### config.mk
export PLATFORM = sky130hd
export DESIGN_NAME = multi_cycle_ctrl_flat
export DESIGN_NICKNAME = d
export VERILOG_FILES = /design/src/rtl/multi_cycle_ctrl_if.sv /design/src/rtl/multi_cycle_ctrl.sv /design/src/flat_wrapper.sv
export SDC_FILE = /design/constraint.sdc
export NUM_CORES = 1
export LEC_CHECK = 0
export CAP_MARGIN = 20
export CORE_ASPECT_RATIO = 0.75
export CORE_MARGIN = 3
export CORE_UTILIZATION = 47
export CTS_BUF_LIST = sky130_fd_sc_hd__clkbuf_8 sky130_fd_sc_hd__clkbuf_16
export DETAILED_ROUTE_END_ITERATION = 12
export PLACE_DENSITY = 0.9
export SLEW_MARGIN = 5
export SYNTH_ARGS = -nofsm -noshare
export SYNTH_HDL_FRONTEND = slang
export SYNTH_SLANG_ARGS = --single-unit
### constraint.sdc
create_clock -name clk -period 2.3 [get_ports clk]
set_input_delay 0.23 -clock clk [delete_from_list [all_inputs] [get_ports clk]]
set_output_delay 0.23 -clock clk [all_outputs]
set_load 0.02 [all_outputs]
### src/rtl/multi_cycle_ctrl_if.sv
// ---------------------------------------------------------------------------
// multi_cycle_ctrl_if
//
// Bundles everything that passes between the multi-cycle controller and the
// rest of the CPU: the instruction-side and memory handshake inputs, the
// datapath control strobes and the status/observability outputs.
//
//   Opcode     4   opcode from the instruction register (valid from DECODE)
//   Zero       1   ALU zero flag
//   mem_ready  1   memory completes the current MemR/MemW access this cycle
//   PCWr       1   PC write enable
//   IRWr       1   instruction register write enable
//   IorD       1   memory address select (0 = PC, 1 = ALU result)
//   RegWr      1   register file write enable
//   RegDes     1   destination select (1 = rd, 0 = rt)
//   AluSrc     1   ALU B operand select (1 = immediate)
//   Mem2Reg    1   write-back data select (1 = memory data)
//   MemR/MemW  1   memory read / write strobes
//   Branch     1   branch evaluation cycle
//   Jump       1   jump target select
//   sti        1   store-immediate data select
//   state      3   current controller state
//   instr_done 1   one-cycle retire pulse
//   illegal    1   one-cycle illegal-opcode pulse
//   retired    16  retired-instruction count
//
// master: the datapath side (drives Opcode/Zero/mem_ready).
// slave : the controller (drives the strobes and status).
// ---------------------------------------------------------------------------
interface multi_cycle_ctrl_if;

    logic [3:0]  Opcode;
    logic        Zero;
    logic        mem_ready;

    logic        PCWr;
    logic        IRWr;
    logic        IorD;
    logic        RegWr;
    logic        RegDes;
    logic        AluSrc;
    logic        Mem2Reg;
    logic        MemR;
    logic        MemW;
    logic        Branch;
    logic        Jump;
    logic        sti;

    logic [2:0]  state;
    logic        instr_done;
    logic        illegal;
    logic [15:0] retired;

    modport master (
        output Opcode, Zero, mem_ready,
        input  PCWr, IRWr, IorD, RegWr, RegDes, AluSrc, Mem2Reg,
        input  MemR, MemW, Branch, Jump, sti,
        input  state, instr_done, illegal, retired
    );

    modport slave (
        input  Opcode, Zero, mem_ready,
        output PCWr, IRWr, IorD, RegWr, RegDes, AluSrc, Mem2Reg,
        output MemR, MemW, Branch, Jump, sti,
        output state, instr_done, illegal, retired
    );

endinterface

### src/rtl/multi_cycle_ctrl.sv
// ---------------------------------------------------------------------------
// multi_cycle_ctrl
//
// Control unit for a small multi-cycle CPU. A five-state FSM
// (FETCH, DECODE, EXEC, MEM, WB) sequences each instruction and produces the
// datapath strobes. The opcode is captured in DECODE and every later state
// decodes from the captured copy, so the instruction register may change
// underneath the controller once DECODE has passed.
//
// Ports:
//   clk    rising-edge clock
//   rst_n  synchronous active-low reset; also forces every control strobe,
//          instr_done and illegal low combinationally while asserted
//   bus    multi_cycle_ctrl_if.slave (opcode/flags/handshake in, strobes and
//          status out)
//
// Opcode map: 0-4 R-type, 5 addi, 6 st, 7 ld, 8 beq, 9 jmp, 10 sti,
// 11-15 illegal.
//
// Latency with mem_ready held high: jmp 2, beq 3, R-type/addi/st/sti 4,
// ld 5 cycles; every low mem_ready cycle in FETCH or MEM adds one.
// ---------------------------------------------------------------------------
module multi_cycle_ctrl (
    input  logic               clk,
    input  logic               rst_n,
    multi_cycle_ctrl_if.slave  bus
);

    typedef enum logic [2:0] {
        S_FETCH  = 3'd0,
        S_DECODE = 3'd1,
        S_EXEC   = 3'd2,
        S_MEM    = 3'd3,
        S_WB     = 3'd4
    } state_t;

    localparam logic [3:0] OP_ADDI = 4'd5;
    localparam logic [3:0] OP_ST   = 4'd6;
    localparam logic [3:0] OP_LD   = 4'd7;
    localparam logic [3:0] OP_BEQ  = 4'd8;
    localparam logic [3:0] OP_JMP  = 4'd9;
    localparam logic [3:0] OP_STI  = 4'd10;

    // All datapath strobes in one bundle so "everything off" is a single '0.
    typedef struct packed {
        logic pc_wr;
        logic ir_wr;
        logic i_or_d;
        logic reg_wr;
        logic reg_des;
        logic alu_src;
        logic mem2reg;
        logic mem_r;
        logic mem_w;
        logic branch;
        logic jump;
        logic sti;
    } ctrl_t;

    // ------------------------------------------------------------------
    // Opcode classification
    // ------------------------------------------------------------------
    function automatic logic is_rtype(input logic [3:0] op);
        return op <= 4'd4;
    endfunction

    function automatic logic is_illegal(input logic [3:0] op);
        return op >= 4'd11;
    endfunction

    function automatic logic is_mem_op(input logic [3:0] op);
        return (op == OP_LD) || (op == OP_ST) || (op == OP_STI);
    endfunction

    function automatic logic uses_imm(input logic [3:0] op);
        return (op == OP_ADDI) || is_mem_op(op);
    endfunction

    // ------------------------------------------------------------------
    // State
    // ------------------------------------------------------------------
    state_t      state_q;
    state_t      state_d;
    logic [3:0]  op_q;
    logic [15:0] retired_q;

    logic        op_load;
    ctrl_t       ctrl;
    logic        done;
    logic        illegal;

    // NOTE: registers use non-blocking assignments so every flop samples the
    // pre-edge values of the others; blocking here would create ordering
    // dependent simulation and mismatch the synthesized netlist.
    always_ff @(posedge clk) begin
        if (!rst_n) begin
            state_q   <= S_FETCH;
            op_q      <= '0;
            retired_q <= '0;
        end else begin
            state_q <= state_d;
            if (op_load) begin
                op_q <= bus.Opcode;
            end
            // 16-bit add wraps 0xFFFF -> 0x0000 naturally.
            if (done) begin
                retired_q <= retired_q + 16'd1;
            end
        end
    end

    // ------------------------------------------------------------------
    // Next state and outputs
    // ------------------------------------------------------------------
    // NOTE: every signal written below is given a default first; a path that
    // left one unassigned would infer a latch.
    always_comb begin
        state_d = state_q;
        op_load = 1'b0;
        ctrl    = '0;
        done    = 1'b0;
        illegal = 1'b0;

        case (state_q)
            S_FETCH: begin
                ctrl.mem_r  = 1'b1;
                ctrl.i_or_d = 1'b0;
                // The fetch only lands (IR loaded, PC advanced) in the cycle
                // memory actually delivers the word.
                if (bus.mem_ready) begin
                    ctrl.ir_wr = 1'b1;
                    ctrl.pc_wr = 1'b1;
                    state_d    = S_DECODE;
                end
            end

            S_DECODE: begin
                // DECODE is the only state that looks at the live Opcode.
                op_load = 1'b1;
                if (is_illegal(bus.Opcode)) begin
                    illegal = 1'b1;
                    state_d = S_FETCH;
                end else if (bus.Opcode == OP_JMP) begin
                    ctrl.jump  = 1'b1;
                    ctrl.pc_wr = 1'b1;
                    done       = 1'b1;
                    state_d    = S_FETCH;
                end else begin
                    state_d = S_EXEC;
                end
            end

            S_EXEC: begin
                ctrl.alu_src = uses_imm(op_q);
                if (op_q == OP_BEQ) begin
                    ctrl.branch = 1'b1;
                    ctrl.pc_wr  = bus.Zero;
                    done        = 1'b1;
                    state_d     = S_FETCH;
                end else if (is_mem_op(op_q)) begin
                    state_d = S_MEM;
                end else begin
                    state_d = S_WB;
                end
            end

            S_MEM: begin
                // Strobes are Moore outputs of MEM/op_q, so they stay up for
                // as many cycles as the memory stalls.
                ctrl.i_or_d = 1'b1;
                ctrl.mem_r  = (op_q == OP_LD);
                ctrl.mem_w  = (op_q == OP_ST) || (op_q == OP_STI);
                ctrl.sti    = (op_q == OP_STI);
                if (bus.mem_ready) begin
                    if (op_q == OP_LD) begin
                        state_d = S_WB;
                    end else begin
                        done    = 1'b1;
                        state_d = S_FETCH;
                    end
                end
            end

            S_WB: begin
                ctrl.reg_wr  = 1'b1;
                ctrl.reg_des = is_rtype(op_q);
                ctrl.mem2reg = (op_q == OP_LD);
                done         = 1'b1;
                state_d      = S_FETCH;
            end

            default: begin
                // Unused encodings 5-7: outputs stay at their zero defaults.
                state_d = S_FETCH;
            end
        endcase

        // Reset kills the strobes in the same cycle rst_n falls, so an
        // in-flight store is abandoned without a trailing MemW or retire.
        if (!rst_n) begin
            ctrl    = '0;
            done    = 1'b0;
            illegal = 1'b0;
        end
    end

    // ------------------------------------------------------------------
    // Output mapping
    // ------------------------------------------------------------------
    assign bus.PCWr       = ctrl.pc_wr;
    assign bus.IRWr       = ctrl.ir_wr;
    assign bus.IorD       = ctrl.i_or_d;
    assign bus.RegWr      = ctrl.reg_wr;
    assign bus.RegDes     = ctrl.reg_des;
    assign bus.AluSrc     = ctrl.alu_src;
    assign bus.Mem2Reg    = ctrl.mem2reg;
    assign bus.MemR       = ctrl.mem_r;
    assign bus.MemW       = ctrl.mem_w;
    assign bus.Branch     = ctrl.branch;
    assign bus.Jump       = ctrl.jump;
    assign bus.sti        = ctrl.sti;

    assign bus.state      = state_q;
    assign bus.instr_done = done;
    assign bus.illegal    = illegal;
    assign bus.retired    = retired_q;

endmodule

### src/flat_wrapper.sv
// flat-port wrapper written by rule: the top's interface ports become plain ports
module multi_cycle_ctrl_flat 
  (clk, rst_n, bus_Opcode, bus_Zero, bus_mem_ready, bus_PCWr, bus_IRWr, bus_IorD, bus_RegWr, bus_RegDes, bus_AluSrc, bus_Mem2Reg, bus_MemR, bus_MemW, bus_Branch, bus_Jump, bus_sti, bus_state, bus_instr_done, bus_illegal, bus_retired);
  multi_cycle_ctrl_if bus_i ();
  input  logic clk;
  input  logic rst_n;
  input wire logic [$bits(bus_i.Opcode)-1:0] bus_Opcode;
  input wire logic [$bits(bus_i.Zero)-1:0] bus_Zero;
  input wire logic [$bits(bus_i.mem_ready)-1:0] bus_mem_ready;
  output wire logic [$bits(bus_i.PCWr)-1:0] bus_PCWr;
  output wire logic [$bits(bus_i.IRWr)-1:0] bus_IRWr;
  output wire logic [$bits(bus_i.IorD)-1:0] bus_IorD;
  output wire logic [$bits(bus_i.RegWr)-1:0] bus_RegWr;
  output wire logic [$bits(bus_i.RegDes)-1:0] bus_RegDes;
  output wire logic [$bits(bus_i.AluSrc)-1:0] bus_AluSrc;
  output wire logic [$bits(bus_i.Mem2Reg)-1:0] bus_Mem2Reg;
  output wire logic [$bits(bus_i.MemR)-1:0] bus_MemR;
  output wire logic [$bits(bus_i.MemW)-1:0] bus_MemW;
  output wire logic [$bits(bus_i.Branch)-1:0] bus_Branch;
  output wire logic [$bits(bus_i.Jump)-1:0] bus_Jump;
  output wire logic [$bits(bus_i.sti)-1:0] bus_sti;
  output wire logic [$bits(bus_i.state)-1:0] bus_state;
  output wire logic [$bits(bus_i.instr_done)-1:0] bus_instr_done;
  output wire logic [$bits(bus_i.illegal)-1:0] bus_illegal;
  output wire logic [$bits(bus_i.retired)-1:0] bus_retired;
  assign bus_i.Opcode = bus_Opcode;
  assign bus_i.Zero = bus_Zero;
  assign bus_i.mem_ready = bus_mem_ready;
  assign bus_PCWr = bus_i.PCWr;
  assign bus_IRWr = bus_i.IRWr;
  assign bus_IorD = bus_i.IorD;
  assign bus_RegWr = bus_i.RegWr;
  assign bus_RegDes = bus_i.RegDes;
  assign bus_AluSrc = bus_i.AluSrc;
  assign bus_Mem2Reg = bus_i.Mem2Reg;
  assign bus_MemR = bus_i.MemR;
  assign bus_MemW = bus_i.MemW;
  assign bus_Branch = bus_i.Branch;
  assign bus_Jump = bus_i.Jump;
  assign bus_sti = bus_i.sti;
  assign bus_state = bus_i.state;
  assign bus_instr_done = bus_i.instr_done;
  assign bus_illegal = bus_i.illegal;
  assign bus_retired = bus_i.retired;
  multi_cycle_ctrl u_core (.clk(clk), .rst_n(rst_n), .bus(bus_i));
endmodule
==> out/qor.json, run 1 <==
{
  "run_status": {"value": "finished clean"},
  "clock_sink_count": {"value": 23},
  "number_of_slew_limit_violations_in_the_final_report": {"value": 0},
  "synthTopCellsByCount": {"value": "25 x nor2_1, 23 x dfxtp_1, 15 x nand2_1"},
  "grt_first_pass_wirelength": {"value": 6700, "unit": "microns"},
  "comb_power_share": {"value": 0.163},
  "synth_fp_nets": {"value": 184},
  "reported_leakage_power": {"value": 0.000783, "unit": "uW"},
  "post_layout_nonfiller_instances": {"value": 264},
  "tritoncts": {"value": "built"},
  "hold_path.startpoint": {"value": "u_core.bus.retired[15]"},
  "clk_pin_slew": {"value": 0.08, "unit": "ns"},
  "yosysWarnings": {"value": 0},
  "timing.critical_path.to_type": {"value": "primary output"},
  "vias": {"value": 1586},
  "synth_seq_cells": {"value": 23},
  "postRouteAntennaNets": {"value": 0},
  "clock_tree.buffer_depth": {"value": 2},
  "die_x_extent": {"value": 69.7, "unit": "microns"},
  "final_critical_path_setup_slack": {"value": 0.113, "unit": "ns"},
  "synthArstFlopShare": {"value": 0},
  "pre_cts_ws": {"value": -0.108, "unit": "ns"},
  "drc": {"value": 0},
  "ir_drop": {"value": 0.453, "unit": "mV"},
  "gp_routability_congestion": {"value": 0.902},
  "ys.flop_type": {"value": "dfxtp_1"},
  "totalNegativeSetupSlack": {"value": 0, "unit": "ns"},
  "worst_ep_required_time": {"value": 2.07, "unit": "ns"},
  "via_per_inst": {"value": 6.01},
  "synthesis.area": {"value": 1430, "unit": "sq um"},
  "synthCells": {"value": 175},
  "area_growth": {"value": 40.6, "unit": "%"},
  "net_switching_fraction_of_the_power": {"value": 0.259},
  "synth-seq-area-share": {"value": 0.322},
  "antenna_cells_inserted": {"value": 0},
  "pwr_dens": {"value": 392, "unit": "nW/um^2"},
  "synth_edf_count": {"value": 0},
  "worst_slew_margin_rel": {"value": 0.772},
  "max_cap_viols": {"value": 0},
  "layout_min_cycle_time": {"value": 2.19, "unit": "ns"},
  "hold-worst-slack": {"value": 0.507, "unit": "ns"},
  "drtPass1Iterations": {"value": 4},
  "placement.io_buffers": {"value": 40},
  "dpl-instance-area": {"value": 1960, "unit": "sq um"},
  "timing.critical_path.fanout_max": {"value": 7},
  "cts-root-buf": {"value": "clkbuf_8"},
  "power_switching": {"value": 205, "unit": "uW"},
  "tritoncts.num_buffers": {"value": 3},
  "post_cts_buffers": {"value": 0},
  "rows": {"value": 16},
  "detailed_place_hpwl": {"value": 3200, "unit": "microns"},
  "globalRouteOverflowTotal": {"value": 0},
  "first_global_vias": {"value": 1387},
  "timing.hold.worst_path_depth": {"value": 2},
  "initialDrtViolationCount": {"value": 162},
  "dpl.cell_count": {"value": 260},
  "hp-class": {"value": "flop to flop"},
  "worst_slew_pin_slew": {"value": 0.338, "unit": "ns"},
  "worstSkewPairLatency": {"value": 0.26, "unit": "ns"},
  "criticalPathCategory": {"value": "input pin to primary output"},
  "initial_utilization": {"value": 0.518},
  "yosysMostFrequentCell": {"value": "nor2_1"},
  "synthesis.area_per_instance": {"value": 8.18, "unit": "sq um"},
  "period_share": {"value": 0.951},
  "core": {"value": 2760, "unit": "sq um"},
  "synth.lib_cells_used.distinct": {"value": 43},
  "worst-endpoint-arrival": {"value": 1.96, "unit": "ns"},
  "drt-wirelength-per-cell": {"value": 16.1, "unit": "microns"},
  "seq_power_share": {"value": 0.528},
  "final-setup-viol-count": {"value": 0},
  "drt_total_wl": {"value": 4260, "unit": "microns"},
  "crit_reg_reg_startpoint": {"value": "u_core.bus.state[2]"},
  "floorplan.io_pins": {"value": 41},
  "post-synth-top-area-fraction": {"value": 0.322},
  "finalHoldViolCount": {"value": 0},
  "rrSetupSlack": {"value": 0.22, "unit": "ns"},
  "ctsHtreeMaxLevel": {"value": 1},
  "yosysTopAreaCell": {"value": "dfxtp_1"},
  "clkPwrFrac": {"value": 0.309},
  "grt_start_max_net_pins": {"value": 13},
  "postLayoutCellArea": {"value": 2010, "unit": "sq um"},
  "floorplan.die.height": {"value": 53.8, "unit": "microns"},
  "max_clk_rate": {"value": 0.457, "unit": "GHz"},
  "power_report.internal_total": {"value": 585, "unit": "uW"},
  "synth.area.top_cells": {"value": "dfxtp_1 32%, nor2_1 6.6%, xnor2_1 4.3%"},
  "gr-usage-all-layers": {"value": 0.230},
  "hold_end": {"value": "u_core.bus.retired[15]"},
  "number_of_antenna_violations_at_the_first_check_in_global_routing": {"value": 0},
  "fin_skew": {"value": 0.00265, "unit": "ns"},
  "layout-drive-gt1-share": {"value": 0.136},
  "finish.net_count": {"value": 238},
  "r2r_cells": {"value": 7},
  "r2r_endpoint": {"value": "u_core.bus.retired[6]"},
  "die_area": {"value": 3750, "unit": "sq um"},
  "setup.worst_path.start_class": {"value": "input pin"}
}
## critical path, stage by stage
cell             delay [ns]
clkdlybuf4s50_1        0.53
buf_4                  0.19
nand2_1                0.11
a211oi_1               0.22
clkdlybuf4s50_1        0.68
## layout make-up
cell class / instances / area (sq um)
timing repair buffer: 59 / 546
sequential: 23 / 464
tap: 36 / 45.0
multi-input combinational: 138 / 898
clock inverter: 1 / 3.75
fill: 227 / 749
clock buffer: 3 / 41.3
inverter: 4 / 15.0
## cells by family (layout without fill, tap and decap cells)
logic type	after synthesis	after routing	share of synthesized area
AND/OR/NAND/NOR	87	87	0.344
AO/OA/AOI/OAI	37	37	0.186
flip-flops	23	23	0.322
buffers and inverters	14	67	0.0551
XOR/XNOR	8	8	0.0490
multiplexers	5	5	0.0350
adder cells (fa/ha/maj)	1	1	0.00874
## placed cells by master (no fill, tap or decap), types with 4 or more instances in the layout
cell	instances
clkdlybuf4s50_1	33
nor2_1	25
dfxtp_1	20
buf_4	19
nand2_1	15
a21oi_1	11
nand3_1	8
xnor2_1	7
nand4_1	6
inv_1	5
and3_1	5
o21ai_0	5
mux2i_1	5
o31ai_1	5
and4_1	4
nor3_1	4
dlygate4sd2_1	4
## through the flow
step / total power (uW) / utilization
final: 789 / 0.729
after global routing: 821 / 0.729
after CTS: 792 / 0.723
after detailed placement: 551 / 0.708
after global placement: 548 / 0.708
after floorplan: 491 / -
## flip-flops by register name, indices dropped and copies added (netlist names)
register,flops
u_core.bus.retired,16
u_core.op_q,4
u_core.bus.state,3
## layer usage
layer	vias to the layer above	routed length, microns	part of all wire	track usage
met2	79	1810	0.43	0.350
met3	4	400	0.094	0.0504
met4	0	23	0.0054	0.0382
li1	748	-	-	-
met5	-	0	0	0
met1	755	2020	0.47	0.339
## worst max-delay path by stage
stage / startpoint / end / slack, ns / cells past startpoint
finish: rst_n / bus_AluSrc / 0.11 / 5
global route: u_core.op_q[2] / bus_AluSrc / -0.003 / 4
CTS: u_core.op_q[0] / bus_AluSrc / 0.03 / 4
detailed placement: bus_Opcode[3] / bus_PCWr / -0.11 / 5
global placement: bus_Opcode[3] / bus_PCWr / -0.09 / 5
floorplan: u_core.bus.state[0] / u_core.bus.retired[5] / 0.28 / 7
## power by group through the flow
stage          combinational (uW)  clock, uW  sequential (uW)
3_5_place_dp                  127          0              424
6_report                      128        244              417
4_1_cts                       127        250              415
3_3_place_gp                  124          0              424
2_1_floorplan                68.9          0              422
5_1_grt                       137        265              418
## repair_timing
item	CTS	global route
endpoints found under the setup margin	4	4
gates resized for setup	5	6
hold buffers	0	0
Power figures use the tool's default switching activity.
==> run 2, diff against run 1 <==
==> constraint.sdc (replaced) <==
create_clock -name clk -period 2.3 [get_ports clk]
set_input_delay 0.46 -clock clk [delete_from_list [all_inputs] [get_ports clk]]
set_output_delay 0.46 -clock clk [all_outputs]
set_load 0.02 [all_outputs]
==> run 2 against run 1 <==
  * Worst hold slack worse by 0.0055 ns
  * Via count grew 0.57%
  * Wire length increased by 1.5%
  * Clock skew about the same
  * Sequential power hardly changed
  * Maximum frequency down 3.7%
  * Register-to-register slack about the same
  * Sequential share of layout area decreased by 0.84 points
  * Setup slack got worse by 0.084 ns
  * Non-clock buffer count rose by 11
==> out/qor.json, run 2 (synthesis results as in run 1) <==
{
  "pre_cts_ws": {"value": -0.606, "unit": "ns"},
  "totalNegativeSetupSlack": {"value": 0, "unit": "ns"},
  "clock_sink_count": {"value": 23},
  "routed.top_layer": {"value": "met4"},
  "route.layer.met1.wl": {"value": 2010, "unit": "microns"},
  "final_critical_path_setup_slack": {"value": 0.0295, "unit": "ns"},
  "criticalPathCategory": {"value": "flop to primary output"},
  "first_global_vias": {"value": 1467},
  "setup.worst_path.start_class": {"value": "flop"},
  "pwr_dens": {"value": 384, "unit": "nW/um^2"},
  "drt-wirelength-per-cell": {"value": 15.7, "unit": "microns"},
  "via_per_inst": {"value": 5.80},
  "most_frequent_standard_cell_in_the_layout_excluding_fill_and_tap_cells": {"value": "buf_4"},
  "number_of_slew_limit_violations_in_the_final_report": {"value": 0},
  "dpl-instance-area": {"value": 2040, "unit": "sq um"},
  "r2r_endpoint": {"value": "u_core.bus.retired[7]"},
  "placement.io_buffers": {"value": 40},
  "hold_end": {"value": "u_core.bus.retired[15]"},
  "postRouteAntennaNets": {"value": 0},
  "postLayoutCellArea": {"value": 2080, "unit": "sq um"},
  "post_cts_buffers": {"value": 0},
  "r2r_cells": {"value": 7},
  "grt_first_pass_wirelength": {"value": 7230, "unit": "microns"},
  "worst_slew_pin_slew": {"value": 0.300, "unit": "ns"},
  "die_x_extent": {"value": 69.7, "unit": "microns"},
  "tritoncts": {"value": "built"},
  "grt_start_max_net_pins": {"value": 13},
  "worst_ep_required_time": {"value": 1.84, "unit": "ns"},
  "layout-drive-gt1-share": {"value": 0.197},
  "timing.critical_path.fanout_max": {"value": 9},
  "layout_min_cycle_time": {"value": 2.27, "unit": "ns"},
  "gr-usage-all-layers": {"value": 0.244},
  "hold-worst-slack": {"value": 0.502, "unit": "ns"},
  "initialDrtViolationCount": {"value": 163},
  "worstSkewPairLatency": {"value": 0.26, "unit": "ns"},
  "crit_reg_reg_startpoint": {"value": "u_core.bus.state[1]"},
  "drc": {"value": 0},
  "area_growth": {"value": 45.2, "unit": "%"},
  "hp-class": {"value": "flop to flop"},
  "drt_total_wl": {"value": 4320, "unit": "microns"},
  "worst_path_dominant_cell_family": {"value": "simple AND/OR/NAND/NOR gates"},
  "worst-endpoint-arrival": {"value": 1.81, "unit": "ns"},
  "gp_routability_congestion": {"value": 0.985},
  "vias": {"value": 1595},
  "run_status": {"value": "finished clean"},
  "worst_slew_margin_rel": {"value": 0.798},
  "timing.critical_path.to_type": {"value": "primary output"},
  "floorplan.die.height": {"value": 53.8, "unit": "microns"},
  "initial_utilization": {"value": 0.518},
  "fin_skew": {"value": 0.00287, "unit": "ns"},
  "finalHoldViolCount": {"value": 0},
  "reported_leakage_power": {"value": 0.000835, "unit": "uW"},
  "worst-path-buf-inv": {"value": 2},
  "core": {"value": 2760, "unit": "sq um"},
  "crit_chain": {"value": "buf_4, nor2b_2, a32o_1, nor3_2, nor2_1, clkdlybuf4s15_2"},
  "finish.net_count": {"value": 249},
  "rrSetupSlack": {"value": 0.23, "unit": "ns"},
  "routed-wl-met3": {"value": 391, "unit": "microns"},
  "period_share": {"value": 0.987},
  "clk_pin_slew": {"value": 0.08, "unit": "ns"},
  "drtPass1Iterations": {"value": 4},
  "final-setup-viol-count": {"value": 0},
  "detailed_place_hpwl": {"value": 3320, "unit": "microns"},
  "layout.cells.most_common_list": {"value": "31 x buf_4, 25 x nor2_1, 22 x dfxtp_1"},
  "clock_tree.buffer_depth": {"value": 2},
  "number_of_antenna_violations_at_the_first_check_in_global_routing": {"value": 0},
  "rows": {"value": 16},
  "ir_drop": {"value": 0.302, "unit": "mV"},
  "cpPeakStageDelay": {"value": 0.35, "unit": "ns"},
  "antenna_cells_inserted": {"value": 0},
  "max_cap_viols": {"value": 0},
  "timing.hold.worst_path_depth": {"value": 2},
  "globalRouteOverflowTotal": {"value": 0},
  "largest_register_ff_count": {"value": 16},
  "crit_path_top_delay_cell": {"value": "dfxtp_1"},
  "floorplan.io_pins": {"value": 41},
  "length_of_routed_met2_wiring": {"value": 1900, "unit": "microns"},
  "hold_path.startpoint": {"value": "u_core.bus.retired[15]"},
  "tritoncts.num_buffers": {"value": 3},
  "max_clk_rate": {"value": 0.440, "unit": "GHz"},
  "cts-root-buf": {"value": "clkbuf_8"},
  "ctsHtreeMaxLevel": {"value": 1},
  "rsz0062_at_grt": {"value": "true"},
  "die_area": {"value": 3750, "unit": "sq um"}
}
run 2: cell count changes in the layout (fill, tap and decap cells not counted), moves of 2 or more:
cell             previous run  this run
buf_4                      19        31
dfxtp_1                    20        22
dfxtp_2                     3         1
clkdlybuf4s15_2             0         2
dlymetal6s2s_1              3         1
dlygate4sd2_1               4        12
clkdlybuf4s50_1            33        21
run 2: worst min-delay path, cell delays in order (launching register included):
cell	delay [ns]
dfxtp_1	0.33
o31ai_1	0.06
a21oi_1	0.06
run 2: routing by layer:
layer	track usage	vias to the layer above
li1	-	770
met1	0.357	736
met2	0.373	84
met3	0.0728	5
met4	0.00955	0
met5	0	-
run 2: what timing repair did:
item,4_1_cts,5_1_grt
hold buffers,0,0
hold endpoints to repair,0,0
pin swaps,2,0
endpoints found under the setup margin,14,5
gates resized for setup,33,6
gates cloned,0,0
run 2: worst max path at each step:
| stage | start | to | depth (start not counted) |
|---|---|---|---|
| finish | u_core.bus.state[1] | bus_instr_done | 6 |
| detailed placement | bus_Opcode[3] | bus_Jump | 5 |
| CTS | bus_Opcode[1] | bus_Jump | 4 |
| floorplan | u_core.bus.state[0] | bus_PCWr | 5 |
| global placement | bus_Opcode[3] | bus_PCWr | 5 |
| global route | u_core.bus.state[1] | bus_instr_done | 6 |
run 2: report_power, final:
group / internal (uW) / switching, uW / leakage, uW / total [uW]
combinational: 64.4 / 73.9 / 0.000622 / 138
sequential: 405 / 8.97 / 0.000186 / 414
clock: 119 / 127 / 0.0000269 / 246
total: 588 / 210 / 0.000835 / 798
run 2: cell type report:
cell class | instances | area (sq um)
Clock buffer | 3 | 41.3
Clock inverter | 1 | 3.75
Fill cell | 211 | 684
Inverter | 4 | 15.0
Multi-Input combinational cell | 138 | 908
Sequential cell | 23 | 462
Tap cell | 36 | 45.0
Timing Repair Buffer | 70 | 603
run 2: stage by stage:
stage	power, uW	instances	utilization
after global placement	558	271	0.738
after CTS	796	275	0.751
after detailed placement	561	271	0.738
after floorplan	491	175	-
final	798	275	0.752
after global routing	829	275	0.752
